==> src/rtl/led_tx_pkg.sv <==
// Shared types and default constants for the LED serial transmitter.
package led_tx_pkg;

  localparam int unsigned LED_WIDTH   = 6;
  localparam int unsigned LED_CLK_DIV = 12;

  typedef enum logic [1:0] {
    IDLE     = 2'd0,
    SHIFT_LO = 2'd1,
    SHIFT_HI = 2'd2,
    LATCH    = 2'd3
  } state_t;

endpackage

==> src/rtl/led_tx_tick.sv <==
// Phase counter: tick_c pulses on the last of every CLK_DIV cycles; restart holds it at zero.
module led_tx_tick #(
  parameter int unsigned CLK_DIV = 12
) (
  input  logic clk,
  input  logic rst_n,
  input  logic restart,
  output logic tick_c
);

  localparam int unsigned CNT_W = (CLK_DIV > 1) ? $clog2(CLK_DIV) : 1;

  logic [CNT_W-1:0] cnt;

  assign tick_c = (cnt == CNT_W'(CLK_DIV - 1));

  // Wrapping on tick keeps consecutive phases aligned without an explicit restart.
  always_ff @(posedge clk or negedge rst_n) begin
    if (!rst_n) begin
      cnt <= '0;
    end else if (restart || tick_c) begin
      cnt <= '0;
    end else begin
      cnt <= cnt + CNT_W'(1);
    end
  end

endmodule

==> src/rtl/led_serial_tx.sv <==
// Serializes a WIDTH-bit LED frame onto sdata/sclk and strobes latch at the end.
// Bit order is MSB first by default; define LED_TX_LSB_FIRST_EN for LSB first.
module led_serial_tx
  import led_tx_pkg::*;
#(
  parameter int unsigned WIDTH   = LED_WIDTH,
  parameter int unsigned CLK_DIV = LED_CLK_DIV
) (
  input  logic             clk,
  input  logic             rst_n,
  input  logic [WIDTH-1:0] load_data,
  input  logic             load_valid,
  output logic             load_ready,
  output logic             sdata,
  output logic             sclk,
  output logic             latch,
  output logic             busy
);

  localparam int unsigned BIT_W = $clog2(WIDTH + 1);

  state_t           state;
  state_t           state_nxt;
  logic [WIDTH-1:0] shreg;
  logic [WIDTH-1:0] shreg_nxt;
  logic [BIT_W-1:0] bit_cnt;
  logic [BIT_W-1:0] bit_cnt_nxt;
  logic             tick_c;
  logic             sdata_nxt;
  logic             sclk_nxt;
  logic             latch_nxt;
  logic             busy_nxt;

  led_tx_tick #(
    .CLK_DIV (CLK_DIV)
  ) u_tick (
    .clk     (clk),
    .rst_n   (rst_n),
    .restart (state == IDLE),
    .tick_c  (tick_c)
  );

  // State, datapath and output registers.
  always_ff @(posedge clk or negedge rst_n) begin
    if (!rst_n) begin
      state      <= IDLE;
      shreg      <= '0;
      bit_cnt    <= '0;
      sdata      <= 1'b0;
      sclk       <= 1'b0;
      latch      <= 1'b0;
      busy       <= 1'b0;
      load_ready <= 1'b1;
    end else begin
      state      <= state_nxt;
      shreg      <= shreg_nxt;
      bit_cnt    <= bit_cnt_nxt;
      sdata      <= sdata_nxt;
      sclk       <= sclk_nxt;
      latch      <= latch_nxt;
      busy       <= busy_nxt;
      load_ready <= ~busy_nxt;
    end
  end

  // Next state; outputs are decoded from the next state so they line up with it.
  always_comb begin
    logic             head;
    logic [WIDTH-1:0] shifted;
    state_nxt   = state;
    shreg_nxt   = shreg;
    bit_cnt_nxt = bit_cnt;
`ifdef LED_TX_LSB_FIRST_EN
    shifted = shreg >> 1;
`else
    shifted = shreg << 1;
`endif

    case (state)
      IDLE: begin
        if (load_valid) begin
          state_nxt   = SHIFT_LO;
          shreg_nxt   = load_data;
          bit_cnt_nxt = '0;
        end
      end
      SHIFT_LO: begin
        if (tick_c) state_nxt = SHIFT_HI;
      end
      SHIFT_HI: begin
        if (tick_c) begin
          shreg_nxt   = shifted;
          bit_cnt_nxt = bit_cnt + BIT_W'(1);
          state_nxt   = (bit_cnt == BIT_W'(WIDTH - 1)) ? LATCH : SHIFT_LO;
        end
      end
      LATCH: begin
        if (tick_c) state_nxt = IDLE;
      end
      default: state_nxt = IDLE;
    endcase

`ifdef LED_TX_LSB_FIRST_EN
    head = shreg_nxt[0];
`else
    head = shreg_nxt[WIDTH-1];
`endif

    sclk_nxt  = (state_nxt == SHIFT_HI);
    latch_nxt = (state_nxt == LATCH);
    busy_nxt  = (state_nxt != IDLE);
    sdata_nxt = ((state_nxt == SHIFT_LO) || (state_nxt == SHIFT_HI)) ? head : 1'b0;
  end

endmodule
==> config.mk <==
export PLATFORM = sky130hd
export DESIGN_NAME = led_serial_tx
export DESIGN_NICKNAME = d
export VERILOG_FILES = /design/src/rtl/led_tx_pkg.sv /design/src/rtl/led_tx_tick.sv /design/src/rtl/led_serial_tx.sv
export SDC_FILE = /design/constraint.sdc
export NUM_CORES = 1
export LEC_CHECK = 0
export ABC_AREA = 1
export CAP_MARGIN = 20
export CORE_MARGIN = 10
export CORE_UTILIZATION = 46
export DETAILED_ROUTE_END_ITERATION = 7
export HOLD_SLACK_MARGIN = 0.1
export PLACE_DENSITY = 0.72
export SYNTH_ARGS = -nofsm -noshare
export SYNTH_HDL_FRONTEND = slang
export SYNTH_SLANG_ARGS = --single-unit
==> constraint.sdc <==
create_clock -name clk -period 1.55 [get_ports clk]
set_clock_uncertainty 0.2 [all_clocks]
set_input_delay 0.3875 -clock clk [delete_from_list [all_inputs] [get_ports clk]]
set_output_delay 0.3875 -clock clk [all_outputs]
set_load 0.01 [all_outputs]
==> impl_metrics.csv, run 1 <==
group,metric,value,unit
clocking,cts.htree.levels,1,
finish,drive_gt1_frac,0.370,
detailed_routing,vias_per_cell,4.87,
detailed_routing,drcViolationCount,0,
finish,final_cells,162,
synthesis,ys_warn_count,0,
timing,fin_crit_sh,1.07,
clocking,clk_pin_slew,0.12,ns
detailed_routing,wire_per_inst,12.4,um
clocking,clock_latency,0.30,ns
timing,rsz0062_at_grt,"yes",
placed_design,placedCellCount,153,
timing,fmax,602,MHz
synthesis,synth-seq-cells,20,
grt,grt-ovfl-total,0,
synthesis,synth-seq-area-share,0.543,
synthesis,synth_top_area_frac,0.514,
finish,final_util,0.707,
die,die-area,4200,um2
setup_path,cp.arrival,1.70,ns
timing,hold_viol_final,0,
clocking,clock_path_buffers,2,
detailed_routing,drtPass1Iterations,4,
placed_design,dpl.hpwl,1.44,mm
setup_path,slowest_stage,"dfrtp_1",
setup_path,crit_type,"reg -> reg",
setup_path,cp_slowest_stage_delay,0.41,ns
synthesis,syn_inst,99,
clocking,cts.sinks,20,
die,die_height,64.8,um
setup_path,worstReg2RegStart,"u_tick.cnt[1]",
power,power.density,631,nW/um2
grt,grt_antenna_before_repair,0,
placed_design,numPortBuffers,13,
finish,final_nets,150,
grt,grt_pass1_vias,798,
synthesis,synth_area_leaders,"dfrtp_1 (51%), nand2_1 (11%), ha_1 (6.8%)",
placed_design,routabilityCongestion,0.878,
detailed_routing,ant_nets,0,
finish,antenna_cells,0,
clocking,cts_root_buf,"clkbuf_4",
finish,synthToLayoutAreaGrowth,48.4,%
detailed_routing,first_iter_violations,14,
timing,tightest_slew,0.244,ns
die,core,1940,um2
setup_path,path_max_fanout,3,
run,drv_cap,0,
grt,gr-usage-all-layers,0.102,
synthesis,postSynthAreaPerCell,9.34,um2
synthesis,syn_area,925,um2
power,leakage,0.677,nW
synthesis,yosys.area.top_type,"dfrtp_1",
timing,timing.final.ws_setup,-0.112,ns
die,io_pins,14,
power,ir_drop,546,uV
run_status,status,"finished with violations",
setup_path,crit_chain,"ha_4 -> nand2_4 -> nor2_4 -> nand2_2 -> nand2_4 -> a21oi_2 -> ha_1 -> inv_2 -> a21oi_2",
timing,drv_slew,0,
timing,tns,-0.211,ns
setup_path,cp.required,1.59,ns
timing,finalSetupViolations,6,
clocking,cts_tree,"yes",
setup_path,critPathCaptureType,"flip-flop",
timing,whs,0.197,ns
die,std_cell_rows,16,
setup_path,worstSetupStartpointType,"flip-flop",
timing,period_minus_slack,1.66,ns
detailed_routing,wl,2.02,mm
clocking,cts_buffers,3,
setup_path,critPathLaunch,"u_tick.cnt[1]",
placed_design,pre_cts_slack,-0.304,ns
die,die_x,64.8,um
grt,grt_max_degree,21,
die,start_util,0.476,
timing,slew_headroom,0.837,
clocking,cts_hold_buf,0,
run_status,violations,"negative setup slack",
grt,grt_first_pass_wirelength,3.42,mm
synthesis,ys_types,20,
detailed_routing,vias,789,
hold_path,min_path_type,"in -> async",
synthesis,syn_nets,113,
==> flip-flops by register name, summed over array words and instances (netlist names) <==
register,cells
sclk,1
sdata,1
bit_cnt,3
shreg,6
latch,1
busy,1
state,2
load_ready,1
u_tick.cnt,4
==> final timing paths <==
path	to	slack, ns	cells past startpoint
setup / recovery	sdata	-0.11	9
hold / removal	sclk	0.20	2
setup reg to reg	sdata	-0.11	9
hold reg to reg	shreg[3]	0.30	2
max in group asynchronous	load_ready	0.69	2
min in group clk	shreg[3]	0.30	2
==> Yosys cell counts <==
cell	instances
inv_2	1
nand2_1	28
nor2_1	7
nand3_2	1
nand2_4	2
nor2_2	1
ha_1	5
dfrtp_1	19
nand2_2	1
a21oi_1	3
inv_4	1
o21ai_2	1
nor2_4	2
o21ai_0	1
dfstp_2	1
inv_1	9
xor2_1	2
or2_2	1
nand3_1	12
o21ai_1	1
==> per-layer routing <==
| layer | share of wire | global-route usage |
|---|---|---|
| met5 | 0 | 0 |
| met4 | 0.019 | 0.0481 |
| met3 | 0.042 | 0.0275 |
| met2 | 0.51 | 0.176 |
| met1 | 0.42 | 0.113 |
==> stage by stage <==
step                total power, mW  cell area [um2]
detailed placement            0.565             1200
global route                  0.894             1370
global placement              0.564             1200
floorplan                     0.532              933
CTS                           0.867             1310
finish                        0.866             1370
==> logic make-up (layout without fill, tap and decap cells) <==
group,count (synthesis),count (layout),share of synthesized area
AO/OA/AOI/OAI,6,6,0.0365
XOR/XNOR,2,2,0.0189
adder cells (fa/ha/maj),5,5,0.0677
buffers and inverters,11,47,0.0474
flip-flops,20,20,0.543
AND/OR/NAND/NOR,55,55,0.287
==> power by group <==
group / switching, mW / internal [mW] / leakage (nW)
combinational: 0.0128 / 0.0191 / 0.426
sequential: 0 / 0.522 / 0.230
clock: 0.169 / 0.143 / 0.0210
total: 0.181 / 0.684 / 0.677
==> critical path, delay by kind of cell (launching register included) <==
family | cells | cell delay, ns
fa+ha+maj | 2 | 0.46
flops | 1 | 0.41
simple gates | 4 | 0.35
compound gates | 2 | 0.12
buf+inv | 1 | 0.04
==> cell type report <==
class                      count  area (um2)
clock buffer                   4        36.3
fill                         141         569
inverter                      11        53.8
multi-input combinational     68         457
sequential                    20         502
tap                           27        33.8
timing repair buffer          32         290
==> cells in the final DEF (no fill, tap or decap), types with 2 or more instances in the layout <==
cell | Yosys | routed
nand2_1 | 28 | 25
dfrtp_1 | 19 | 19
buf_4 | 0 | 17
nand3_1 | 12 | 9
inv_1 | 9 | 8
clkdlybuf4s50_1 | 0 | 8
nor2_1 | 7 | 6
clkdlybuf4s15_1 | 0 | 4
nand3_2 | 1 | 3
a21oi_2 | 0 | 3
nand2_4 | 2 | 3
nand2_2 | 1 | 3
ha_1 | 5 | 3
clkbuf_4 | 0 | 3
nor2_4 | 2 | 2
inv_2 | 1 | 2
nor2_2 | 1 | 2
xor2_1 | 2 | 2
buf_6 | 0 | 2
==> what timing repair did <==
item                       CTS  global route
setup endpoints to repair    9            18
pin swaps                    7             6
resized for setup           21            13
setup buffers                4             1
No activity file was read; power rests on OpenSTA's default activity.
==> run 2: changes to the inputs <==
--- a/config.mk
+++ b/config.mk
@@ -6,7 +6,6 @@
 export NUM_CORES = 1
 export LEC_CHECK = 0
 export ABC_AREA = 1
-export CAP_MARGIN = 20
 export CORE_MARGIN = 10
 export CORE_UTILIZATION = 46
 export DETAILED_ROUTE_END_ITERATION = 7
@@ -15,3 +14,4 @@
 export SYNTH_ARGS = -nofsm -noshare
 export SYNTH_HDL_FRONTEND = slang
 export SYNTH_SLANG_ARGS = --single-unit
+export TNS_END_PERCENT = 20
==> impl_metrics.csv, run 2 (same netlist as run 1, synthesis figures left out) <==
group,metric,value,unit
detailed_routing,drcViolationCount,0,
grt,grt_pass1_vias,769,
die,start_util,0.476,
setup_path,cp.arrival,1.70,ns
setup_path,worstRegToRegCells,9,
setup_path,cp.required,1.56,ns
detailed_routing,wl,1.81,mm
finish,largest_register_ffs,6,
finish,antenna_cells,0,
timing,slew_headroom,0.831,
placed_design,placedCellCount,153,
setup_path,critPathLaunch,"u_tick.cnt[0]",
clocking,cts.htree.levels,1,
setup_path,crit_buf_inv,2,
setup_path,cp_top_family,"adder cells",
finish,reg.largest.list,"shreg: 6 flops, u_tick.cnt: 4 flops, bit_cnt: 3 flops",
placed_design,routabilityCongestion,0.878,
die,die_height,64.8,um
finish,mostFrequentLayoutCell,"nand2_1",
run_status,status,"finished with violations",
finish,final_nets,147,
placed_design,dpl.hpwl,1.44,mm
grt,grt_antenna_before_repair,0,
timing,tightest_slew,0.253,ns
power,leakage,0.651,nW
detailed_routing,first_iter_violations,13,
finish,final_cells,159,
finish,drive_gt1_frac,0.333,
finish,mostFrequentLayoutCells,"nand2_1 (25), dfrtp_1 (19), buf_4 (15)",
finish,fillers,150,
finish,multiInputGateArea,434,um2
die,die_x,64.8,um
die,std_cell_rows,16,
power,power,0.863,mW
run,drv_cap,0,
timing,drv_slew,0,
finish,synthToLayoutAreaGrowth,41.7,%
die,io_pins,14,
detailed_routing,ant_nets,0,
clocking,cts_buffers,3,
grt,grt_first_pass_wirelength,3.19,mm
timing,period_minus_slack,1.69,ns
detailed_routing,drtPass1Iterations,4,
die,core,1940,um2
timing,fin_crit_sh,1.09,
setup_path,r2r-end,"sdata",
placed_design,pre_cts_slack,-0.304,ns
detailed_routing,routed.top_layer,"met4",
detailed_routing,vias,750,
run_status,violations,"negative setup slack",
clocking,cts.sinks,20,
timing,finalSetupViolations,8,
finish,top_register,"shreg",
timing,fmax,592,MHz
clocking,cts_root_buf,"clkbuf_4",
detailed_routing,vias_per_cell,4.72,
timing,hold_viol_final,0,
clocking,cts_hold_buf,0,
clocking,clk_pin_slew,0.11,ns
die,die-area,4200,um2
timing,rsz0062_at_grt,"yes",
grt,grt-ovfl-total,0,
setup_path,worstSetupStartpointType,"flip-flop",
power,power.density,659,nW/um2
clocking,clock_path_buffers,2,
clocking,cts_tree,"yes",
setup_path,critPathCaptureType,"flip-flop",
setup_path,crit_type,"reg -> reg",
setup_path,path_max_fanout,3,
setup_path,crit_chain,"ha_4 -> nand2_4 -> nor2_4 -> nand2_1 -> nand3_2 -> inv_2 -> ha_1 -> inv_2 -> a21oi_2",
detailed_routing,route.met3.wl,87,um
timing,timing.final.ws_setup,-0.139,ns
clocking,clock_latency,0.30,ns
setup_path,cp_slowest_stage_delay,0.43,ns
detailed_routing,wl_met2,887,um
timing,tns,-0.266,ns
detailed_routing,wire_per_inst,11.4,um
setup_path,crit_path_frequent_cell,"inv_2",
detailed_routing,wl_met1,792,um
finish,seq_area,502,um2
timing,whs,0.199,ns
setup_path,worstReg2RegStart,"u_tick.cnt[0]",
power,ir_drop,539,uV
grt,grt_max_degree,21,
setup_path,slowest_stage,"dfrtp_1",
setup_path,rrSetupSlack,-0.14,ns
placed_design,numPortBuffers,13,
hold_path,min_path_type,"in -> async",
grt,gr-usage-all-layers,0.0946,
run 2: layer usage:
metal / vias to the layer above / global-route usage
met2: 18 / 0.155
met1: 348 / 0.110
met3: 4 / 0.0275
met4: 0 / 0.0481
met5: - / 0
li1: 380 / -
run 2: worst max path at each step:
| stage | end | slack [ns] | depth (start not counted) |
|---|---|---|---|
| CTS | sdata | -0.17 | 9 |
| detailed placement | sdata | -0.30 | 7 |
| global placement | sdata | -0.27 | 7 |
| finish | sdata | -0.14 | 9 |
| global route | sdata | -0.24 | 9 |
| floorplan | sdata | -0.08 | 9 |
run 2: metrics by stage:
step / util / cell area (um2)
after floorplan: - / 933
after global placement: 0.619 / 1200
after detailed placement: 0.619 / 1200
after CTS: 0.639 / 1240
after global routing: 0.675 / 1310
final: 0.675 / 1310
run 2: layout make-up:
class                           count  share of cell area
Clock buffer                        4              0.0277
Tap cell                           27              0.0258
Sequential cell                    20               0.383
Timing Repair Buffer               29               0.195
Inverter                           11              0.0372
Multi-Input combinational cell     68               0.331
run 2: repair_timing:
item                       CTS  global route
setup endpoints to repair    9            12
resized for setup           13            14
setup buffers                0             2
pin swaps                    0             5
run 2: power breakdown:
part	internal (mW)	switching (mW)	leakage, nW
clock	0.143	0.166	0.0210
sequential	0.522	0	0.230
combinational	0.0191	0.0125	0.400
==> RTL edit: new RTL, flow settings as in run 1 <==
Make the reset (`rst_n`) synchronous in 2 clocked blocks.
--- a/src/rtl/led_tx_tick.sv
+++ b/src/rtl/led_tx_tick.sv
@@ -15,7 +15,7 @@
   assign tick_c = (cnt == CNT_W'(CLK_DIV - 1));
 
   // Wrapping on tick keeps consecutive phases aligned without an explicit restart.
-  always_ff @(posedge clk or negedge rst_n) begin
+  always_ff @(posedge clk) begin
     if (!rst_n) begin
       cnt <= '0;
     end else if (restart || tick_c) begin
--- a/src/rtl/led_serial_tx.sv
+++ b/src/rtl/led_serial_tx.sv
@@ -41,7 +41,7 @@
   );
 
   // State, datapath and output registers.
-  always_ff @(posedge clk or negedge rst_n) begin
+  always_ff @(posedge clk) begin
     if (!rst_n) begin
       state      <= IDLE;
       shreg      <= '0;
Behaviour: differs if rst_n is asserted again (counterexample within 4 cycles, from zero or initial values and one cycle with rst_n low); with rst_n held inactive, the same outputs for 10 cycles.
==> RTL edit against run 1 <==
  * The flow still finishes with violations (negative setup slack)
  * First-iteration DRC count grew to 2.9 times the old value
  * Area after synthesis grew 11%
  * Setup slack improved by 30 ps
  * Sequential cell count is the same
  * Cell area increased by 12%
  * Wire length is 34% higher
  * Critical path type unchanged
  * Critical endpoint is now load_ready
Power is not compared: it rests on default switching activity, and its combinational part moved more than twofold at a synthesized area within 25%.
==> RTL edit: results (changes against run 1) <==
| Metric | Value |
|---|---|
| Status | `complete, but fails checks` |
| Failing checks | `negative setup slack` |
| Pin count of the biggest net entering global routing | `12 (-43%)` |
| PostCTS Resize Cnt | `14 (-33%)` |
| GR Util met2 | `0.214 (+0.0383)` |
| Setup violators final | `4 (-2)` |
| Hold crit path type | `flop to flop` |
| Detailed Place HPWL | `1920 um (+34%)` |
| First-pass GRT wire length | `4430 um (+30%)` |
| Synth Area in Compound Gates | `0.0611 (+0.0246)` |
| Reg2Reg Depth | `8 (-1)` |
| Nets | `195 (+30%)` |
| Post CTS Setup Buffer Count | `6 (+2)` |
| Met2 WL post-DR | `1370 um (+32%)` |
| Total Wirelength | `2710 um (+34%)` |
| CP endpoint | `load_ready` |
| Post-synthesis adder-cell area fraction | `0.0856 (+0.0179)` |
| Leading post-synthesis cells by cell area | `dfxtp_1 39%, nor2_1 10%, ha_1 8.6%` |
| Register area share after synthesis | `0.391 (-0.151)` |
| Initial detailed-routing violation count | `40 (+26)` |
| Async S/R FF share, synth | `0 (-1.00)` |
| WL met3 | `148 um (+74%)` |
| Met3 usage | `0.0347 (+0.00722)` |
| Setup ws final | `-82.2 ps (+29.9 ps)` |
| Final hold slack | `293 ps (+96.6 ps)` |
| Critical path's largest stage delay | `370 ps (-40 ps)` |
[RTL edit: changes by cell type after synthesis, moves of 4 or more]
cell,change
a21oi_1,+6
dfrtp_1,-19
dfxtp_1,+20
nand2_1,-8
nand4_1,+4
nor2_1,+21
inv_1,+4
[RTL edit: through the flow]
step	cell area [um2]	std cells	utilization	setup TNS, ps	power, mW
6_report	1540	206	0.709	-203	1.05
2_1_floorplan	1050	136	-	-151	0.645
4_1_cts	1480	208	0.682	-172	1.04
3_3_place_gp	1380	198	0.635	-2560	0.723
3_5_place_dp	1380	198	0.635	-3270	0.730
5_1_grt	1540	206	0.709	-553	1.10
[RTL edit: cell type report]
cell class,count,area [um2],area share
multi-input combinational,97,657,0.427
sequential,20,407,0.264
clock buffer,4,36.3,0.0236
tap,28,35.0,0.0228
timing repair buffer,41,337,0.219
inverter,16,67.6,0.0439
[RTL edit: tightest hold or removal path, cell delays in order (launching register included)]
cell	delay [ps]
dfxtp_1	340
nand3_2	80
a21oi_2	50
